## src/rtl/hazard_ctrl.sv

```systemverilog
// hazard_ctrl: load-use stall, branch flush and EX/MEM forwarding control with event counters
module hazard_ctrl #(
  parameter int N = 16
) (
  input  logic         clk,
  input  logic         reset,
  input  logic         valid_D,
  input  logic [4:0]   ra1_D,
  input  logic [4:0]   ra2_D,
  input  logic         useRa1_D,
  input  logic         useRa2_D,
  input  logic [4:0]   rd_D,
  input  logic         regWrite_D,
  input  logic         memRead_D,
  input  logic         branchTaken_M,
  output logic         stall_F,
  output logic         stall_D,
  output logic         bubble_E,
  output logic         flush,
  output logic [1:0]   forwardA_E,
  output logic [1:0]   forwardB_E,
  output logic [1:0]   state_o,
  output logic [N-1:0] stallCount,
  output logic [N-1:0] flushCount
);
  typedef struct packed {
    logic       v;
    logic [4:0] rd;
    logic       rw;
    logic       mr;
  } entry_t;
  typedef enum logic [1:0] {RUN = 2'b00, STALL = 2'b01, FLUSH = 2'b10} state_t;
  entry_t sb [3];
  state_t state;
  logic   load_use;
  logic   stall;
  function automatic logic hit(entry_t e, logic [4:0] r);
    return e.v && e.rw && e.rd != 5'd31 && e.rd == r;
  endfunction
  function automatic logic [1:0] fwd(entry_t ex, entry_t mem, logic [4:0] r);
    return hit(ex, r) ? 2'b10 : hit(mem, r) ? 2'b01 : 2'b00;
  endfunction
  always_comb begin
    load_use = sb[0].v && sb[0].mr && sb[0].rd != 5'd31 && valid_D &&
               ((useRa1_D && ra1_D == sb[0].rd) || (useRa2_D && ra2_D == sb[0].rd));
    flush    = branchTaken_M && reset;
    stall    = load_use && !flush;
  end
  assign stall_F  = stall;
  assign stall_D  = stall;
  assign bubble_E = stall;
  assign state_o  = state;
  always_ff @(posedge clk or negedge reset) begin
    if (!reset) begin
      for (int i = 0; i < 3; i++) sb[i] <= '0;
      forwardA_E <= 2'b00;
      forwardB_E <= 2'b00;
      state      <= RUN;
      stallCount <= '0;
      flushCount <= '0;
    end else begin
      sb[2]      <= sb[1];
      sb[1]      <= flush ? '0 : sb[0];
      sb[0]      <= (flush || stall) ? '0 : {valid_D, rd_D, regWrite_D, memRead_D};
      forwardA_E <= (flush || stall || !valid_D) ? 2'b00 : fwd(sb[0], sb[1], ra1_D);
      forwardB_E <= (flush || stall || !valid_D) ? 2'b00 : fwd(sb[0], sb[1], ra2_D);
      state      <= flush ? FLUSH : stall ? STALL : RUN;
      if (stall && stallCount != '1) stallCount <= stallCount + N'(1);
      if (flush && flushCount != '1) flushCount <= flushCount + N'(1);
    end
  end
endmodule
```

## config.mk

```make
export PLATFORM = sky130hd
export DESIGN_NAME = hazard_ctrl
export DESIGN_NICKNAME = d
export VERILOG_FILES = /design/src/rtl/hazard_ctrl.sv
export SDC_FILE = /design/constraint.sdc
export NUM_CORES = 1
export LEC_CHECK = 0
export BUFFER_PORTS_ARGS = -buffer_cell sky130_fd_sc_hd__buf_2
export CAP_MARGIN = 0
export CORE_MARGIN = 4
export CORE_UTILIZATION = 30
export DETAILED_ROUTE_END_ITERATION = 16
export PLACE_DENSITY = 0.6
export SYNTH_ARGS = -nofsm -noshare
export SYNTH_HDL_FRONTEND = slang
export SYNTH_SLANG_ARGS = --single-unit
```

## constraint.sdc

```tcl
create_clock -name clk -period 2.3 [get_ports clk]
set_clock_uncertainty 0.2 [all_clocks]
set_input_delay 0.115 -clock clk [delete_from_list [all_inputs] [get_ports clk]]
set_output_delay 0.115 -clock clk [all_outputs]
set_load 0.05 [all_outputs]
```

; Word-level counts from Yosys, hierarchy flattened
; Cells that the tools add are included.
[totals]
ff_bits = 53
in_bits = 23
output_inout_bits = 42
[op_classes]
n_addsub = 2
n_eq_ne = 10
muxes = 10
reduce_logical = 23
[op_table]
columns = operator, count
row1 = $add A16 B1 Y16 const B, 2
row2 = $ne A16 B16 Y1 const B, 2
row3 = $eq A5 B5 Y1, 6
row4 = $logic_and A1 B1 Y1, 18
row5 = $mux W8, 2
row6 = $mux W2, 5
row7 = $ne A5 B5 Y1 const B, 2
row8 = $logic_or A1 B1 Y1, 3
row9 = $mux W1, 3
row10 = $logic_not A1 Y1, 2

; Logic depth before layout (Yosys ltp)
; Gate-level depths: netlist of run 1.
[depth]
depth_word = 8
depth_mapped = 6
depth_no_buf = 6

; Worst setup path before layout of run 1
; Ideal clock, no wire load.
[synth_timing]
path_type = reg2out
startpoint = register sb[18] (netlist name)
endpoint = output port stall_D
t_arrival_ns = 2.921
t_required_ns = 1.985
path_slack_ns = -0.936
path_stages_with_launch = 7
n_path_buf = 2
path_cell_list = dfrtp_1 -> xnor2_1 -> nand3_1 -> o22ai_4 -> buf_2 -> nor3b_1 -> buf_4
[synth_via]
elab_chain_len = 5
word_cells_on_any_way = 10
cone_classes = 3 x eq/ne / 7 x reduce/logical
[synth_lines]
columns = element, line_no
row1 = from (decl), 33  ; entry_t sb [3];
row2 = $ne A5 B5 Y1 or $eq A5 B5 Y1 (tied branches), "44, 45"
row3 = $logic_and A1 B1 Y1 (on tied branches), "44, 45"
row4 = $logic_and A1 B1 Y1 or $logic_or A1 B1 Y1 (tied branches), "44, 45"
row5 = $logic_and A1 B1 Y1 *, 44  ; load_use = sb[0].v && sb[0].mr && sb[0].rd != 5'd31 && valid_D &&
row6 = $logic_and A1 B1 Y1 *, 47  ; stall = load_use && !flush;
row7 = to (decl), 17  ; output logic stall_D,
; Mark *: on every way between the ends. The rest lies on a longest branch, timed or not.

; Worst setup path after layout of run 1
[layout_timing]
startpoint = input port reset
endpoint = output port stall_D
[layout_via]
elab_chain_len = 3
[layout_lines]
columns = element, line_no
row1 = from (decl), 6  ; input logic reset,
row2 = $logic_and A1 B1 Y1, 46  ; flush = branchTaken_M && reset;
row3 = $logic_not A1 Y1, 47
row4 = $logic_and A1 B1 Y1, 47
; No other way between the ends.

==> results of run 1 <==
## cell usage after synthesis, types with 3 or more instances
master | count | area (µm²)
and2_1 | 7 | 43.8
and3_1 | 11 | 68.8
dfrtp_1 | 53 | 1330
inv_1 | 5 | 18.8
mux2_2 | 3 | 33.8
nand2_1 | 14 | 52.6
nand3_1 | 23 | 115
nand4_1 | 16 | 100
nor2_1 | 6 | 22.5
nor2_2 | 3 | 18.8
nor3_1 | 13 | 65.1
xnor2_1 | 37 | 324
xor2_1 | 9 | 78.8
## where the power goes
part	leakage (nW)	total [W]	switching, W	internal, W
registers	0.699	0.00111	0.000104	0.00101
logic	0.850	0.000522	0.000350	0.000172
clock network	0.0445	0.000541	0.000324	0.000217
total	1.59	0.00217	0.000778	0.00140
## metal layers
layer,share of wire,track usage
met5,0,0
met4,0.011,0.0303
met3,0.056,0.0280
met2,0.46,0.203
met1,0.47,0.168
## per-stage QoR
stage               instance area, µm²   util  setup WS [ns]  std cells  power [W]
finish                            3370  0.387          0.136        430    0.00217
global route                      3370  0.387         0.0187        430    0.00231
CTS                               3370  0.387          0.105        430    0.00222
detailed placement                3160  0.362          0.202        410    0.00165
global placement                  3160  0.362          0.231        410    0.00164
floorplan                         2710      -       -0.00501        238    0.00148
## flip-flops by register name, summed over array words and instances, names as in the netlist
register / count
flushCount: 16
stallCount: 16
sb: 15
forwardA_E: 2
forwardB_E: 2
state_o: 2
## what timing repair did
| action | in CTS | in global routing |
|---|---|---|
| hold buffers | 11 | 0 |
| setup endpoints to repair | 3 | 0 |
| gates resized for setup | 3 | 0 |
| hold endpoints to repair | 62 | 0 |
| setup buffers | 1 | 0 |
## how the worst max path moves through the flow
stage,from,to,slack [ns],cells after the start
after global routing,reset,stall_D,0.02,7
final,reset,stall_D,0.14,7
after detailed placement,flushCount[0]$_DFFE_PN0P_,flushCount[1]$_DFFE_PN0P_,0.20,5
after floorplan,sb[18]$_DFF_PN0_,stall_D,-0.005,6
after CTS,reset,stall_D,0.10,7
after global placement,flushCount[0]$_DFFE_PN0P_,flushCount[1]$_DFFE_PN0P_,0.23,5
## cells by family (layout without fill, tap and decap cells)
logic type      Yosys count  after routing
buf+inv                  10             94
xor+xnor                 46             46
compound gates            9              9
flops                    53             53
simple gates            113            113
fa+ha+maj                 2              2
mux                       5              5
## area by class of cell
type,instances,area (µm²),share of cell area
Clock buffer,5,68.8,0.0204
Clock inverter,3,21.3,0.00631
Inverter,5,18.8,0.00557
Multi-Input combinational cell,175,1320,0.390
Sequential cell,53,1330,0.394
Tap cell,108,135,0.0401
Timing Repair Buffer,81,483,0.143
## worst max-delay path, cell delays in order
cell	delay, ns
dlygate4sd3_1	0.56
buf_2	0.16
nand2_1	0.14
and2_1	0.26
nand2_1	0.13
nor3b_4	0.24
buf_4	0.24
==> summary.txt, run 1 <==
Run status
  – Status: finished, final reports clean

Power and ir drop
  – LEAKAGE: around 1.6 nW
  – Pwr Density: around 640 nW/µm²
  – Worst vdd ir: between 300 and 400 µV

Die
  – Die width: between 100 and 150 µm
  – IO Pins: 65
  – Die area: around 11000 µm²
  – Initial core utilization: 0.307
  – CORE AREA: between 8000 and 9000 µm²
  – Die Span Y: around 100 µm
  – FP Rows: 34

Clocking
  – CTS Buffer Depth: 2
  – Skew-Pair Late Insertion Delay: around 0.31 ns
  – # H-tree levels: 2
  – CTS Sinks: 53
  – Clk slew on worst S/H paths: ~0.10 ns
  – Clk Tree Root Cell: clkbuf_8
  – CTS tree: done
  – Num CTS Buffers: 5

Worst setup path
  – Worst reg2reg endpoint: flushCount[1]$_DFFE_PN0P_
  – CP endpoint kind: output pin
  – Crit-path max FO: 5
  – Required @ worst endpoint: between 1.5 and 2 ns
  – CP startpoint kind: input pin
  – Kind of critical path: in -> out
  – Reg-to-Reg Start: flushCount[0]$_DFFE_PN0P_
  – R2R depth: 5
  – Critical Path AT: ~1.9 ns
  – Flop2flop setup slack: about 0.20 ns

Global routing
  – First-pass GRT wire length: ~10 mm
  – Final global-route overflow total: 0
  – Total GRT Usage: 0.124
  – Vias in the first global route: roughly 2100
  – Antenna violations before repair: 0
  – Pin count of the biggest net entering global routing: 38

STA
  – Final setup vio count: 0
  – Slew @ Worst Pin: approximately 0.52 ns
  – Tcrit/Tclk final: 0.941
  – Normalized max-slew margin: 0.652
  – Final hold violation count: 0
  – Min Tclk post-route: roughly 2.2 ns
  – Post-route setup TNS: 0 ns
  – Pins over their slew limit: 0
  – Worst hold slack: around 0.024 ns
  – Fmax achieved: 462 MHz
  – RSZ-0062 raised after global routing: no

Logic synthesis
  – Synth Area in Simple Gates: 0.267
  – Mux contribution to synthesized area: 0.0224
  – Post-synth cell types: between 40 and 50
  – Post-Synth XOR/XNOR Area: 0.150
  – Syn Inst Count: between 200 and 250
  – Synth Cell Area: between 2000 and 3000 µm²
  – Post-synthesis async set-or-reset flop share: 1.00
  – Ys Warns: 0
  – Seq/Total Area, Yosys: 0.495
  – Syn nets: 263
  – #FFs+latches synth: 53
  – Post-synth EDFFs: 0
  – Compound-Gate Fraction of Synth Area: 0.0379
  – Top_reg_cell synth: dfrtp_1
  – Post-Synth Adder-Cell Area: 0.00935
  – Largest family of logic cells by synthesized area: simple AND/OR/NAND/NOR gates
  – Avg Cell Area, Syn: 11.3 µm²

Finish
  – Area delta synth->final: 25.9%
  – Commonest non-fill, non-tap cell in the layout: buf_2
  – Fillers: just under 900
  – Layout cell share with drive strength beyond 1: 0.326
  – # diodes: 0
  – Layout Nets: approximately 350
  – Highest-count cells in the layout ignoring fill and taps: buf_2, dfrtp_1, xnor2_1

Min path
  – HP Start: ra1_D[4]
  – Hold path depth: 4
  – Hold EP: forwardA_E[1]$_DFF_PN0_
  – Class of the worst hold path: in -> reg

Routing
  – DRC Markers: 0
  – ANT nets after route: 0
  – Routed WL: 6.18 mm
  – WL/cell: 14.4 µm
  – First-pass DRT Iterations: 4
  – Total number of vias: approximately 2100
  – Drt via density: between 4 and 5
  – Initial DRC Count: 46

Run
  – Max_cap viols: 0

Placement
  – IO buf count: 64
  – Gpl congestion: ~0.80
  – HPWL after DPL: approximately 4.7 mm
Power figures use the tool's default switching activity.
==> inputs of run 2 (changes only) <==
--- a/config.mk
+++ b/config.mk
@@ -5,7 +5,7 @@
 export SDC_FILE = /design/constraint.sdc
 export NUM_CORES = 1
 export LEC_CHECK = 0
-export BUFFER_PORTS_ARGS = -buffer_cell sky130_fd_sc_hd__buf_2
+export BUFFER_PORTS_ARGS = -buffer_cell sky130_fd_sc_hd__buf_4
 export CAP_MARGIN = 0
 export CORE_MARGIN = 4
 export CORE_UTILIZATION = 30
==> summary.txt, run 2 (synthesis gave the netlist of run 1 again) <==
STA
  – Pins over their slew limit: 0
  – Post-route setup TNS: 0 ns
  – Worst hold slack: ~0.024 ns
  – Slew @ Worst Pin: about 0.58 ns
  – Final setup vio count: 0
  – Final hold violation count: 0
  – Normalized max-slew margin: 0.615
  – RSZ-0062 raised after global routing: yes
  – Fmax achieved: 461 MHz
  – Min Tclk post-route: ~2.2 ns
  – Tcrit/Tclk final: 0.943
  – Final WS setup: 0.131 ns

Worst setup path
  – Critical Path AT: roughly 1.9 ns
  – Kind of critical path: in -> out
  – CP endpoint kind: output pin
  – CP startpoint kind: input pin
  – Crit-path max FO: 4
  – Required @ worst endpoint: between 1.5 and 2 ns

Global routing
  – Antenna violations before repair: 0
  – Pin count of the biggest net entering global routing: 45
  – Vias in the first global route: approximately 2100
  – Final global-route overflow total: 0
  – Total GRT Usage: 0.131
  – First-pass GRT wire length: roughly 11 mm

Routing
  – ANT nets after route: 0
  – Drt via density: ~4.9
  – Total number of vias: 2104
  – DRC Markers: 0
  – First-pass DRT Iterations: 4
  – WL/cell: 15.1 µm
  – Initial DRC Count: 47
  – Routed WL: ~6.5 mm

Power and ir drop
  – Clock share of power: 0.306
  – Sw power: between 0.0007 and 0.0008 W
  – Comb power frac: 0.233
  – LEAKAGE: 1.63 nW
  – Part of the power in registers: 0.461
  – Pint: around 0.0017 W
  – Worst vdd ir: slightly below 400 µV
  – Pwr Density: 676 nW/µm²
  – Switch share: 0.316

Placement
  – IO buf count: between 60 and 70
  – HPWL after DPL: between 4 and 5 mm
  – Gpl congestion: roughly 0.82
  – Pre-CTS WS: 0.207 ns

Clocking
  – Num CTS Buffers: 5
  – CTS Sinks: 53
  – # H-tree levels: 2
  – CTS Buffer Depth: 2
  – CTS tree: done
  – Clk slew on worst S/H paths: approximately 0.090 ns
  – Clk Tree Root Cell: clkbuf_8
  – Skew-Pair Late Insertion Delay: approximately 0.30 ns

Finish
  – Commonest non-fill, non-tap cell in the layout: buf_4
  – # diodes: 0
  – Layout cell share with drive strength beyond 1: 0.323
  – Area delta synth->final: 33.4%
  – Post-layout util: 0.409
  – Highest-count cells in the layout ignoring fill and taps: buf_4, dfrtp_1, xnor2_1
  – Biggest regs: flushCount x16, stallCount x16, sb x15
  – Layout Nets: ~350

Die
  – IO Pins: 65
  – CORE AREA: just under 9000 µm²
  – Initial core utilization: 0.307
  – FP Rows: 34
  – Die Span Y: between 100 and 150 µm
  – Die area: between 10000 and 15000 µm²
  – Die width: roughly 100 µm

Run
  – Max_cap viols: 0

Run status
  – Status: finished, final reports clean

Min path
  – Class of the worst hold path: in -> reg
run 2: timing repair:
| item | 4_1_cts | 5_1_grt |
|---|---|---|
| setup buffers | 1 | 1 |
| endpoints found under the hold margin | 62 | 0 |
| hold buffers | 12 | 0 |
| gates resized for setup | 0 | 1 |
| pin swaps | 1 | 0 |
| endpoints found under the setup margin | 3 | 5 |
run 2: power groups by stage:
stage / Clock, W / Sequential [W] / Combinational, W
global placement: 0 / 0.00113 / 0.000550
CTS: 0.000770 / 0.00112 / 0.000570
detailed placement: 0 / 0.00113 / 0.000555
global route: 0.000803 / 0.00113 / 0.000604
finish: 0.000739 / 0.00111 / 0.000562
floorplan: 0 / 0.00130 / 0.000177
run 2: per-stage QoR:
step | total power, W | instance area [µm²] | instances
6_report | 0.00241 | 3570 | 430
5_1_grt | 0.00254 | 3570 | 430
4_1_cts | 0.00246 | 3560 | 429
3_5_place_dp | 0.00169 | 3300 | 408
3_3_place_gp | 0.00168 | 3300 | 408
2_1_floorplan | 0.00148 | 2710 | 238
run 2: worst paths after layout:
kind                                  start                    endpoint  slack, ns  cells after the start
max in group asynchronous             reset   flushCount[0]$_DFFE_PN0P_       0.86                      3
min in group asynchronous             reset   flushCount[5]$_DFFE_PN0P_       0.10                      2
hold reg to reg            sb[17]$_DFF_PN0_             sb[9]$_DFF_PN0_       0.31                      2
setup / recovery                   ra1_D[4]                     stall_D       0.13                      7
hold / removal                      valid_D  stallCount[10]$_DFFE_PN0P_       0.02                      5
setup reg to reg           sb[18]$_DFF_PN0_     forwardA_E[1]$_DFF_PN0_       0.18                      6
run 2: final cells by class:
cell class              count  area [µm²]
clock inverters             3        65.1
clock buffers               5        68.8
repair buffers             81         638
multi-input cells         175        1320
inverters                   5        18.8
well taps                 108         135
fillers                   851        5150
flip-flops and latches     53        1330
run 2: routing by layer:
| metal | vias up | GRT usage | part of all wire |
|---|---|---|---|
| met4 | 0 | 0.0272 | 0.0077 |
| met5 | - | 0 | 0 |
| li1 | 1011 | - | - |
| met2 | 71 | 0.216 | 0.49 |
| met3 | 4 | 0.0273 | 0.063 |
| met1 | 1018 | 0.178 | 0.44 |
run 2: critical path: stages:
cell and delay (ns):
dlygate4sd3_1 0.54, buf_4 0.15, xnor2_1 0.19, nand3_1 0.14, o22ai_4 0.18, nor3b_4 0.29
buf_4 0.25
